$ cat config.mk
export PLATFORM = sky130hd
export DESIGN_NAME = func_sweep_ctrl
export DESIGN_NICKNAME = d
export VERILOG_FILES = /design/src/rtl/func_sweep_ctrl.sv
export SDC_FILE = /design/constraint.sdc
export NUM_CORES = 1
export LEC_CHECK = 0
export CAP_MARGIN = 20
export CELL_PAD_IN_SITES_DETAIL_PLACEMENT = 0
export CELL_PAD_IN_SITES_GLOBAL_PLACEMENT = 1
export CORE_MARGIN = 5
export CORE_UTILIZATION = 38
export DETAILED_ROUTE_END_ITERATION = 10
export PLACE_DENSITY = 0.85
export SETUP_SLACK_MARGIN = 0.2
export SLEW_MARGIN = 20
export SYNTH_ARGS = -nofsm -noshare
export SYNTH_HDL_FRONTEND = slang
export SYNTH_SLANG_ARGS = --single-unit
$ cat constraint.sdc
create_clock -name clk -period 2.4 [get_ports clk]
set_input_delay 0.48 -clock clk [delete_from_list [all_inputs] [get_ports clk]]
set_output_delay 0.48 -clock clk [all_outputs]
set_load 0.02 [all_outputs]
$ cat src/rtl/func_sweep_ctrl.sv
// Truth-table sweeper: walks an external N_IN-input combinational block through every
// vector, captures f into a minterm mask, counts ones and compares. Optional: SWEEP_FIRST_MISS_EN.
module func_sweep_ctrl #(
  parameter int N_IN   = 4,
  parameter int SETTLE = 2
) (
  input  logic                  clk,
  input  logic                  rst,
  input  logic                  start,
  input  logic [(1<<N_IN)-1:0]  expected,
  input  logic                  f,
  output logic [N_IN-1:0]       vec,
  output logic                  busy,
  output logic                  done,
  output logic [(1<<N_IN)-1:0]  mask,
  output logic [N_IN:0]         ones_cnt,
  output logic                  match
`ifdef SWEEP_FIRST_MISS_EN
  ,
  output logic                  miss_valid,
  output logic [N_IN-1:0]       miss_idx
`endif
);

  // Handshake: start is a level sampled only in IDLE (ignored while busy, never queued);
  // done is a one-cycle pulse, and mask/ones_cnt/match stay stable from done until the next accepted start.

  localparam int M     = 1 << N_IN;
  localparam int S_EFF = (SETTLE < 1) ? 1 : SETTLE;
  localparam int CW    = (S_EFF > 1) ? $clog2(S_EFF) : 1;
  localparam logic [CW-1:0]   CNT_RELOAD = CW'(S_EFF - 1);
  localparam logic [N_IN-1:0] VEC_LAST   = '1;

  typedef enum logic [1:0] {
    IDLE  = 2'd0,
    DRIVE = 2'd1,
    DONE  = 2'd2
  } state_t;

  state_t          state, state_n;
  logic [CW-1:0]   cnt, cnt_n;
  logic [M-1:0]    exp_q, exp_q_n;
  logic [N_IN-1:0] vec_n;
  logic            busy_n, done_n, match_n;
  logic [M-1:0]    mask_n;
  logic [N_IN:0]   ones_n;
`ifdef SWEEP_FIRST_MISS_EN
  logic            miss_valid_n;
  logic [N_IN-1:0] miss_idx_n;
`endif

  always_comb begin
    state_n = state;
    cnt_n   = cnt;
    exp_q_n = exp_q;
    vec_n   = vec;
    busy_n  = busy;
    done_n  = 1'b0;
    mask_n  = mask;
    ones_n  = ones_cnt;
    match_n = match;
`ifdef SWEEP_FIRST_MISS_EN
    miss_valid_n = miss_valid;
    miss_idx_n   = miss_idx;
`endif
    case (state)
      IDLE: begin
        if (start) begin
          state_n = DRIVE;
          vec_n   = '0;
          cnt_n   = CNT_RELOAD;
          busy_n  = 1'b1;
          exp_q_n = expected;
          mask_n  = '0;
          ones_n  = '0;
          match_n = 1'b0;
`ifdef SWEEP_FIRST_MISS_EN
          miss_valid_n = 1'b0;
          miss_idx_n   = '0;
`endif
        end
      end
      DRIVE: begin
        if (cnt != '0) begin
          cnt_n = cnt - CW'(1);
        end else begin
          mask_n[vec] = f;
          ones_n      = ones_cnt + {{N_IN{1'b0}}, f};
`ifdef SWEEP_FIRST_MISS_EN
          // Only the first disagreement is recorded.
          if (!miss_valid && (f != exp_q[vec])) begin
            miss_valid_n = 1'b1;
            miss_idx_n   = vec;
          end
`endif
          if (vec == VEC_LAST) begin
            // vec parks at all-ones; match uses the mask including this last sample.
            state_n = DONE;
            done_n  = 1'b1;
            match_n = (mask_n == exp_q);
          end else begin
            vec_n = vec + N_IN'(1);
            cnt_n = CNT_RELOAD;
          end
        end
      end
      DONE: begin
        state_n = IDLE;
        busy_n  = 1'b0;
      end
      default: begin
        state_n = IDLE;
        busy_n  = 1'b0;
      end
    endcase
  end

  always_ff @(posedge clk) begin
    if (rst) begin
      state    <= IDLE;
      cnt      <= '0;
      exp_q    <= '0;
      vec      <= '0;
      busy     <= 1'b0;
      done     <= 1'b0;
      mask     <= '0;
      ones_cnt <= '0;
      match    <= 1'b0;
`ifdef SWEEP_FIRST_MISS_EN
      miss_valid <= 1'b0;
      miss_idx   <= '0;
`endif
    end else begin
      state    <= state_n;
      cnt      <= cnt_n;
      exp_q    <= exp_q_n;
      vec      <= vec_n;
      busy     <= busy_n;
      done     <= done_n;
      mask     <= mask_n;
      ones_cnt <= ones_n;
      match    <= match_n;
`ifdef SWEEP_FIRST_MISS_EN
      miss_valid <= miss_valid_n;
      miss_idx   <= miss_idx_n;
`endif
    end
  end

endmodule
==> run metrics <==
Yosys top cell area share 0.396; Peak VDD IR 0.000379 V; worst-path maximum fanout 10; Sw Pwr 0.431 mW; HPWL Detailed 4.81 mm; WS Path Type reg2out; vias in the first global route approximately 2,100; Critical Path End Type output pin; Post-synth ARST share 0; clk root buf clkbuf_8; worst r2r path cells 8; via/cell ratio about 5.3; Pre-antenna DRT Iters 4; Leakage 1.21 nW; CP Launch Type flop; Primary FF master, synth dfxtp_1; Die ar. 7940 um2; internal power 1.12 mW; post-route setup slack 0.373 ns; Nets 375; CP Buf/Inv Count 2; worst r2r src vec[0]$_SDFFE_PP0P_; Finished Core Util 0.521; synthesized flop and latch total 47; first-pass GRT wire length 10.0 mm; # port buffers 47; DP Worst Slack 0.0729 ns; pin slew with the least headroom to its limit 0.485 ns; share of cells above drive strength 1 0.115; IO Count 48; initial antenna violation count 0; post-route ant nets 0; TritonCTS Sinks 47; 1st-iter DRT viols 128; sequential cell area fraction in the yosys report 0.396; synthesis warning total 0; multi-input logic area 1360 um2; Slowest cell on crit path clkdlybuf4s50_1; r2r setup slk approximately 0.37 ns; Final Cycle Share 0.845; final hold viol count 0; Area Growth Syn to Fin 31.2%; post-synthesis cell type count 45; Min-Delay Path Depth 2; Total Routing Usage GR 0.162; Clock transition at path regs 0.09 ns; Syn Inst Count 289; routed len/inst 14.7 um; maximum clock path buffer count 2; CP arrival between 1.5 and 2 ns; H-tree depth 2; PD cells 498 nW/um2; most area-hungry cell type in the Yosys netlist dfxtp_1; Post-synth EDFFs 0; Total Power ~1.6 mW; family with the most delay on the worst path buffers and inverters; Slew Viols, Final 0; Die W 89.1 um; total grt overflow 0; Std-Cell Rows 28; Num CTS Buffers 5; residual DRC count 0; fmax roughly 0.49 GHz; clock share of power 0.310; largest net degree at the start of global routing 19; CP Data Required Time 1.92 ns; gpl congestion 0.871; final setup violation count 0; RSZ-0062 raised after global routing no; Clk Latency, worst-skew pair around 0.30 ns; syn_area_per_cell around 8.2 um2; Max Cap Viol 0; Reg area 943 um2; CTS Hold Bufs 0; Synth top cells by count dfxtp_1, nand2_1, a21oi_1; Seq pwr share 0.535; Routed WL 6.23 mm; syn nets 317; Final min period between 2 and 2.5 ns; reg2reg end match$_SDFFE_PP0P_; CTS tree built; part of the power in combinational logic 0.155; Die H 89.1 um; Min-Delay Path Class reg2reg; sw frac 0.277; crit-path max cell delay around 0.62 ns; status finished clean; setup_tns 0 ns; initial core utilization 0.397; Synth area leaders dfxtp_1, a21oi_1, nand2_1; Via Count approximately 2,200; Worst slew margin 0.676; antenna diode count 0; Post-Syn Area 2380 um2; Final Skew 0.00535 ns; fillcell total 584; Core Region ~6000 um2; WHS Endpoint exp_q[6]$_SDFFE_PP0P_; HP Start exp_q[6]$_SDFFE_PP0P_; cells along the critical path buf_4 > clkdlybuf4s50_1
-- power by group through the flow --
stage	Combinational (mW)	Sequential (mW)	Clock (mW)
CTS	0.242	0.831	0.494
detailed placement	0.240	0.850	0
finish	0.241	0.831	0.481
global route	0.267	0.836	0.528
floorplan	0.139	0.850	0
global placement	0.237	0.849	0
-- worst register-to-register path, stage by stage (launching register included) --
cell     delay [ns]
dfxtp_2        0.41
inv_1          0.10
ha_1           0.22
buf_4          0.16
and3_1         0.22
mux2i_1        0.21
xor2_1         0.17
nand3_1        0.11
o41ai_2        0.34
-- area by class of cell --
class                           count  share of cell area
Clock buffer                        5              0.0220
Clock inverter                      3             0.00641
Inverter                            8             0.00962
Multi-Input combinational cell    220               0.436
Sequential cell                    47               0.302
Tap cell                           75              0.0301
Timing Repair Buffer               65               0.194
-- per-layer routing --
layer	wire length, um	vias to the layer above	track usage
met3	334	7	0.0304
met4	75	0	0.0582
li1	-	1129	-
met2	2720	65	0.242
met5	0	-	0
met1	3100	1028	0.233
-- repair_timing --
action                                  4_1_cts  5_1_grt
buffers inserted                              0        0
gates resized for setup                       0        2
hold endpoints to repair                      0        0
endpoints found under the setup margin        0        1
-- state kept, by name, summed over array words and instances, names as in the netlist, 2 cells and up --
signal / count
exp_q: 16
ones_cnt: 5
vec: 4
state: 2
mask: 16
-- stage by stage --
step,cell area [um2],hold WS (ns),std cells
after global routing,3120,0.494,423
after floorplan,2380,0.436,289
after CTS,3110,0.467,423
after detailed placement,3020,0.454,415
after global placement,3020,0.449,415
final,3120,0.468,423
-- cells in the final DEF (no fill, tap or decap), types with 5 or more instances in the layout --
cell and count:
nand2_1 47, clkdlybuf4s50_1 47, dfxtp_1 45, a21oi_1 36, o21ai_0 27, buf_4 18, nor2_1 16, xor2_1 11
mux2i_1 10, inv_1 8, nand3_1 8, ha_1 8, nand3b_1 5, nand4_1 5, xnor2_1 5, clkbuf_8 5
-- worst max path at each step --
stage                                   start                  to  cells past startpoint
final                     vec[3]$_SDFFE_PP0P_              vec[3]                      2
after global routing      vec[0]$_SDFFE_PP0P_  match$_SDFFE_PP0P_                      8
after CTS                 vec[0]$_SDFFE_PP0P_  match$_SDFFE_PP0P_                      8
after detailed placement                    f  match$_SDFFE_PP0P_                      6
after global placement                      f  match$_SDFFE_PP0P_                      6
after floorplan           vec[0]$_SDFFE_PP0P_  match$_SDFFE_PP0P_                      7
-- kinds of logic after synthesis --
logic type / synth area share
multiplexers: 0.0516
AO/OA/AOI/OAI: 0.197
AND/OR/NAND/NOR: 0.219
adder cells (fa/ha/maj): 0.0421
XOR/XNOR: 0.0589
flip-flops: 0.396
buffers and inverters: 0.0363
Note: power is estimated with default switching activity, not from simulation.
